<file path="config.mk">
export PLATFORM = sky130hd
export DESIGN_NAME = uart_record_scheduler
export DESIGN_NICKNAME = d
export VERILOG_FILES = /design/src/rtl/uart_record_scheduler.sv
export SDC_FILE = /design/constraint.sdc
export NUM_CORES = 1
export LEC_CHECK = 0
export CORE_MARGIN = 2
export CORE_UTILIZATION = 36
export CTS_BUF_LIST = sky130_fd_sc_hd__clkbuf_8 sky130_fd_sc_hd__clkbuf_16
export DETAILED_ROUTE_END_ITERATION = 6
export HOLD_SLACK_MARGIN = 0.08
export PLACE_DENSITY = 0.78
export SETUP_SLACK_MARGIN = 0.5
export SKIP_CTS_REPAIR_TIMING = 1
export SYNTH_ARGS = -nofsm -noshare
export SYNTH_HDL_FRONTEND = slang
export SYNTH_SLANG_ARGS = --single-unit
</file>
<file path="constraint.sdc">
create_clock -name clk -period 3.4 [get_ports clk]
set_input_delay 0.68 -clock clk [delete_from_list [all_inputs] [get_ports clk]]
set_output_delay 0.68 -clock clk [all_outputs]
set_load 0.02 [all_outputs]
</file>
<file path="src/rtl/uart_record_scheduler.sv">
`timescale 1ns/1ps
`default_nettype none
// ============================================================================
// Module      : uart_record_scheduler
// Description : Round-robin arbiter that latches one source word and paces the
//               binary-to-ASCII serializer (N bits + CR + LF) against the TX FIFO.
// Revision    : 1.0 - initial release
// ============================================================================
module uart_record_scheduler #(
  parameter int NREQ = 4,
  parameter int N    = 48
) (
  input  logic                    clk,
  input  logic                    reset,
  input  logic                    en_16_x_baud,
  input  logic [NREQ-1:0]         req,
  input  logic [NREQ*N-1:0]       req_data,
  input  logic                    tx_buffer_full,
  output logic [NREQ-1:0]         grant,
  output logic [$clog2(NREQ)-1:0] src_id,
  output logic                    busy,
  output logic [N-1:0]            binary_out,
  output logic                    send,
  output logic                    step
);

  localparam int c_chars = N + 2;
  localparam int c_cnt_w = $clog2(c_chars + 1);
  localparam int c_id_w  = $clog2(NREQ);

  typedef enum logic [1:0] {
    S_IDLE = 2'd0,
    S_LOAD = 2'd1,
    S_SEND = 2'd2
  } state_t;

  state_t              r_state;
  logic [c_id_w-1:0]   r_rr_ptr;
  logic [c_cnt_w-1:0]  r_char_cnt;

  logic [2*NREQ-1:0]   w_rot;
  logic                w_found;
  logic [c_id_w-1:0]   w_offset;
  logic [c_id_w:0]     w_sum;
  logic [c_id_w-1:0]   w_winner;
  logic [c_id_w-1:0]   w_next_ptr;

  // Rotate the request vector so bit 0 is the source at rr_ptr, then take the
  // first set bit and map the offset back to an absolute index.
  always_comb begin
    w_rot    = {req, req} >> r_rr_ptr;
    w_found  = 1'b0;
    w_offset = '0;
    for (int k = 0; k < NREQ; k++) begin
      if (!w_found && w_rot[k]) begin
        w_found  = 1'b1;
        w_offset = c_id_w'(k);
      end
    end
    w_sum = {1'b0, r_rr_ptr} + {1'b0, w_offset};
    if (w_sum >= (c_id_w+1)'(NREQ)) begin
      w_sum = w_sum - (c_id_w+1)'(NREQ);
    end
    w_winner   = w_sum[c_id_w-1:0];
    w_next_ptr = (src_id == c_id_w'(NREQ-1)) ? '0 : src_id + 1'b1;
  end

  assign step = en_16_x_baud & ~tx_buffer_full & ~reset &
                ((r_state == S_LOAD) | (r_state == S_SEND));

  always_ff @(posedge clk or posedge reset) begin
    if (reset) begin
      r_state    <= S_IDLE;
      grant      <= '0;
      src_id     <= '0;
      busy       <= 1'b0;
      binary_out <= '0;
      send       <= 1'b0;
      r_rr_ptr   <= '0;
      r_char_cnt <= '0;
    end else begin
      grant <= '0;
      case (r_state)
        S_IDLE: begin
          if (w_found) begin
            binary_out       <= req_data[w_winner*N +: N];
            src_id           <= w_winner;
            grant[w_winner]  <= 1'b1;
            busy             <= 1'b1;
            send             <= 1'b1;
            r_state          <= S_LOAD;
          end
        end
        S_LOAD: begin
          if (step) begin
            send       <= 1'b0;
            r_char_cnt <= '0;
            r_state    <= S_SEND;
          end
        end
        S_SEND: begin
          if (step) begin
            // The counter stops at CHARS-1; the final advance returns to IDLE instead.
            if (r_char_cnt == c_cnt_w'(c_chars-1)) begin
              busy     <= 1'b0;
              r_rr_ptr <= w_next_ptr;
              r_state  <= S_IDLE;
            end else begin
              r_char_cnt <= r_char_cnt + 1'b1;
            end
          end
        end
        default: r_state <= S_IDLE;
      endcase
    end
  end

endmodule
`default_nettype wire

</file>
==> impl_metrics.py <==
metrics = {
    "grt": {
        "antenna_found_initial": 2,
        "grt_pass1_vias": 5160,
        "grt_usage": 0.2243,
        "grt_first_pass_wirelength_mm": 25.74,
        "grt_overflow_total": 0,
        "grt_max_degree": 105,
    },
    "setup_path": {
        "worstSetupStartpointType": "input pin",
        "worst_ep_required_time_ns": 2.72,
        "crit_family": "buffers and inverters",
        "crit_type": "in -> out",
        "crit_chain": "clkdlybuf4s50_1 > clkinvlp_4 > nand4b_1 > inv_2 > clkdlybuf4s50_1",
        "path_buf_inv": 4,
        "worst_setup_path_end_kind": "primary output",
        "worstPathMaxFanout": 3,
        "crit_top_cell": "clkdlybuf4s50_1",
        "worst-endpoint-arrival_ns": 2.07,
        "slowest_stage": "clkdlybuf4s50_1",
        "critPathMaxStageDelay_ns": 0.60,
    },
    "drt": {
        "wirelength_mm": 18.25,
        "drc": 0,
        "drt_iter0_markers": 435,
        "drtPass1Iterations": 5,
        "vias": 5281,
        "antenna_left": 0,
        "avgViaCountPerCell": 5.642,
        "wl_per_cell_um": 19.50,
    },
    "yosys": {
        "yosys-top-cells-area": "dfrtp_1, nor2b_1, a2111oi_0, a221oi_1, o31ai_1",
        "yosysUniqueCellTypes": 49,
        "ys_ff_latch": 66,
        "ys_seq_area_frac": 0.3448,
        "yosys-top-cells-count": "nor2b_1, dfrtp_1, nand2_1",
        "synthArstFlopShare": 1.000,
        "yosys_warnings": 0,
        "yosys.area.top_type": "dfrtp_1",
        "syn_inst": 511,
        "ys.flop_type": "dfrtp_1",
        "synthMostInstantiatedCell": "nor2b_1",
        "synth.top_cell.area_share": 0.3448,
        "synth-edff-count": 0,
        "syn-num-nets": 718,
        "syn_avg_cell_area_sq_um": 9.373,
        "netlist_area_sq_um": 4790,
    },
    "sta": {
        "rsz0062_at_grt": "false",
        "hold_viol": 0,
        "maxSlewViolCount": 0,
        "postLayoutSetupSlackWorst_ns": 0.6507,
        "fin_crit_ns": 2.749,
        "slew_headroom": 0.4142,
        "skew_ns": 0.005621,
        "finalCritPeriodShare": 0.8086,
        "max_freq_mhz": 363.7,
        "tightest_slew_ns": 0.8787,
        "setup_violations": 0,
    },
    "floorplan": {
        "start_util": 0.3646,
        "die_w_um": 119.3,
        "fp.coreArea_sq_um": 13140,
        "die_h_um": 119.3,
        "rows": 42,
        "dieArea_sq_um": 14240,
        "ioPinCount": 257,
    },
    "clock_tree": {
        "cts_sinks": 66,
        "clockRootBuffer": "clkbuf_16",
        "cts_buffer_depth": 2,
        "cts_buffers": 9,
        "clk_latency_ns": 0.33,
        "ctsHtreeMaxLevel": 3,
        "clk_pin_slew_ns": 0.06,
        "cts_tree": "yes",
    },
    "pwr": {
        "p_leak_nw": 3.234,
        "p_per_area_nw_per_um2": 557.8,
        "vdd_drop_max_mv": 0.2964,
    },
    "flow_run": {
        "maxCapViolCount": 0,
    },
    "final_layout": {
        "drive_gt1_frac": 0.1966,
        "synthToLayoutAreaGrowth_pct": 82.16,
        "instances_no_fill": 936,
        "final_nets": 961,
    },
    "placement": {
        "dp_cells": 902,
        "dpl.hpwl_mm": 11.60,
        "place_ws_ns": -0.1505,
        "port_buffers": 256,
        "globalplace.congestion": 0.8689,
    },
    "worst_hold_path": {
        "hp-class": "reg -> reg",
    },
    "status": {
        "status": "completed",
    },
}
cell type report:
| cell class | instances | area, sq um |
|---|---|---|
| Clock buffer | 10 | 239.0 |
| Inverter | 8 | 33.78 |
| Tap cell | 176 | 220.2 |
| Sequential cell | 66 | 1652 |
| Clock inverter | 5 | 102.6 |
| Antenna cell | 2 | 5.005 |
| Timing Repair Buffer | 286 | 3024 |
| Multi-Input combinational cell | 383 | 3448 |
| Fill cell | 988 | 4413 |
stage by stage:
step	instance area, sq um	util	TNS, ns	hold slack [ns]	power [mW]
6_report	8725	0.6641	0	0.4751	4.867
4_1_cts	7858	0.5981	0	0.4779	4.743
3_5_place_dp	7516	0.5721	-1.444	0.4648	3.650
5_1_grt	8725	0.6641	0	0.4940	5.125
2_1_floorplan	4793	-	0	0.4864	2.524
3_3_place_gp	7516	0.5721	-0.04885	0.4621	3.593
registers in the layout, summed over array words and instances, names as in the netlist:
signal      cells
r_state         2
send            1
binary_out     48
busy            1
r_char_cnt      6
grant           4
r_rr_ptr        2
src_id          2
power by group:
group          total [mW]  leakage [nW]  internal, mW  switching (mW)
sequential           1.30         0.822          1.11           0.189
combinational        2.49          2.25          1.21            1.28
clock                1.08         0.165         0.731           0.350
tightest hold or removal path, delay by kind of cell, from the launching register on:
| family | cells | cell delay, ns |
|---|---|---|
| AOI/OAI and AO/OA | 1 | 0.05 |
| and+or+nand+nor | 1 | 0.05 |
| DFF | 1 | 0.34 |
path summary, 6_finish.rpt:
| path | startpoint | endpoint | slack [ns] | cells after the start |
|---|---|---|---|---|
| hold reg to reg | binary_out[33] | binary_out[33] | 0.48 | 2 |
| setup / recovery | reset | step | 0.65 | 5 |
| max in group asynchronous | reset | binary_out[13] | 1.80 | 3 |
| min in group asynchronous | reset | r_char_cnt[3] | 1.03 | 3 |
| hold / removal | binary_out[33] | binary_out[33] | 0.48 | 2 |
| setup reg to reg | r_rr_ptr[0] | binary_out[3] | 0.75 | 11 |
cells by family (layout without fill, tap and decap cells):
family	Yosys count	count (layout)	share of synthesized area
simple gates	191	191	0.2145
compound gates	174	177	0.3326
flops	66	66	0.3448
buf+inv	65	309	0.07158
fa+ha+maj	7	7	0.01829
mux	6	6	0.01463
xor+xnor	2	2	0.003658
other cells	0	2	0
per-layer routing:
layer / track usage / share of wire
met5: 0 / 0
met4: 0.08897 / 0.024
met3: 0.05077 / 0.069
met2: 0.3930 / 0.51
met1: 0.2658 / 0.40
placed cells by master, fill, tap and decap left out, drive strengths merged, types with 2 or more instances in the layout:
cell | synthesis | layout
nand2b | 2 | 2
o22ai | 2 | 2
bufinv | 0 | 3
clkbuf | 26 | 15
a2111oi | 48 | 48
mux2 | 5 | 5
nand4 | 2 | 2
nor3b | 3 | 3
a221oi | 48 | 48
clkinvlp | 0 | 2
dfrtp | 66 | 66
nor4 | 2 | 2
nand3 | 5 | 5
buf | 31 | 25
clkdlybuf4s50 | 0 | 252
o21a | 2 | 2
nor2 | 9 | 9
diode | 0 | 2
dlymetal6s2s | 0 | 4
a22o | 9 | 9
nor2b | 97 | 97
inv | 8 | 7
ha | 7 | 7
o21ai | 8 | 8
o31ai | 48 | 48
nand2 | 60 | 60
nor3 | 6 | 6
a21oi | 3 | 6
(Power assumes the default switching activity.)
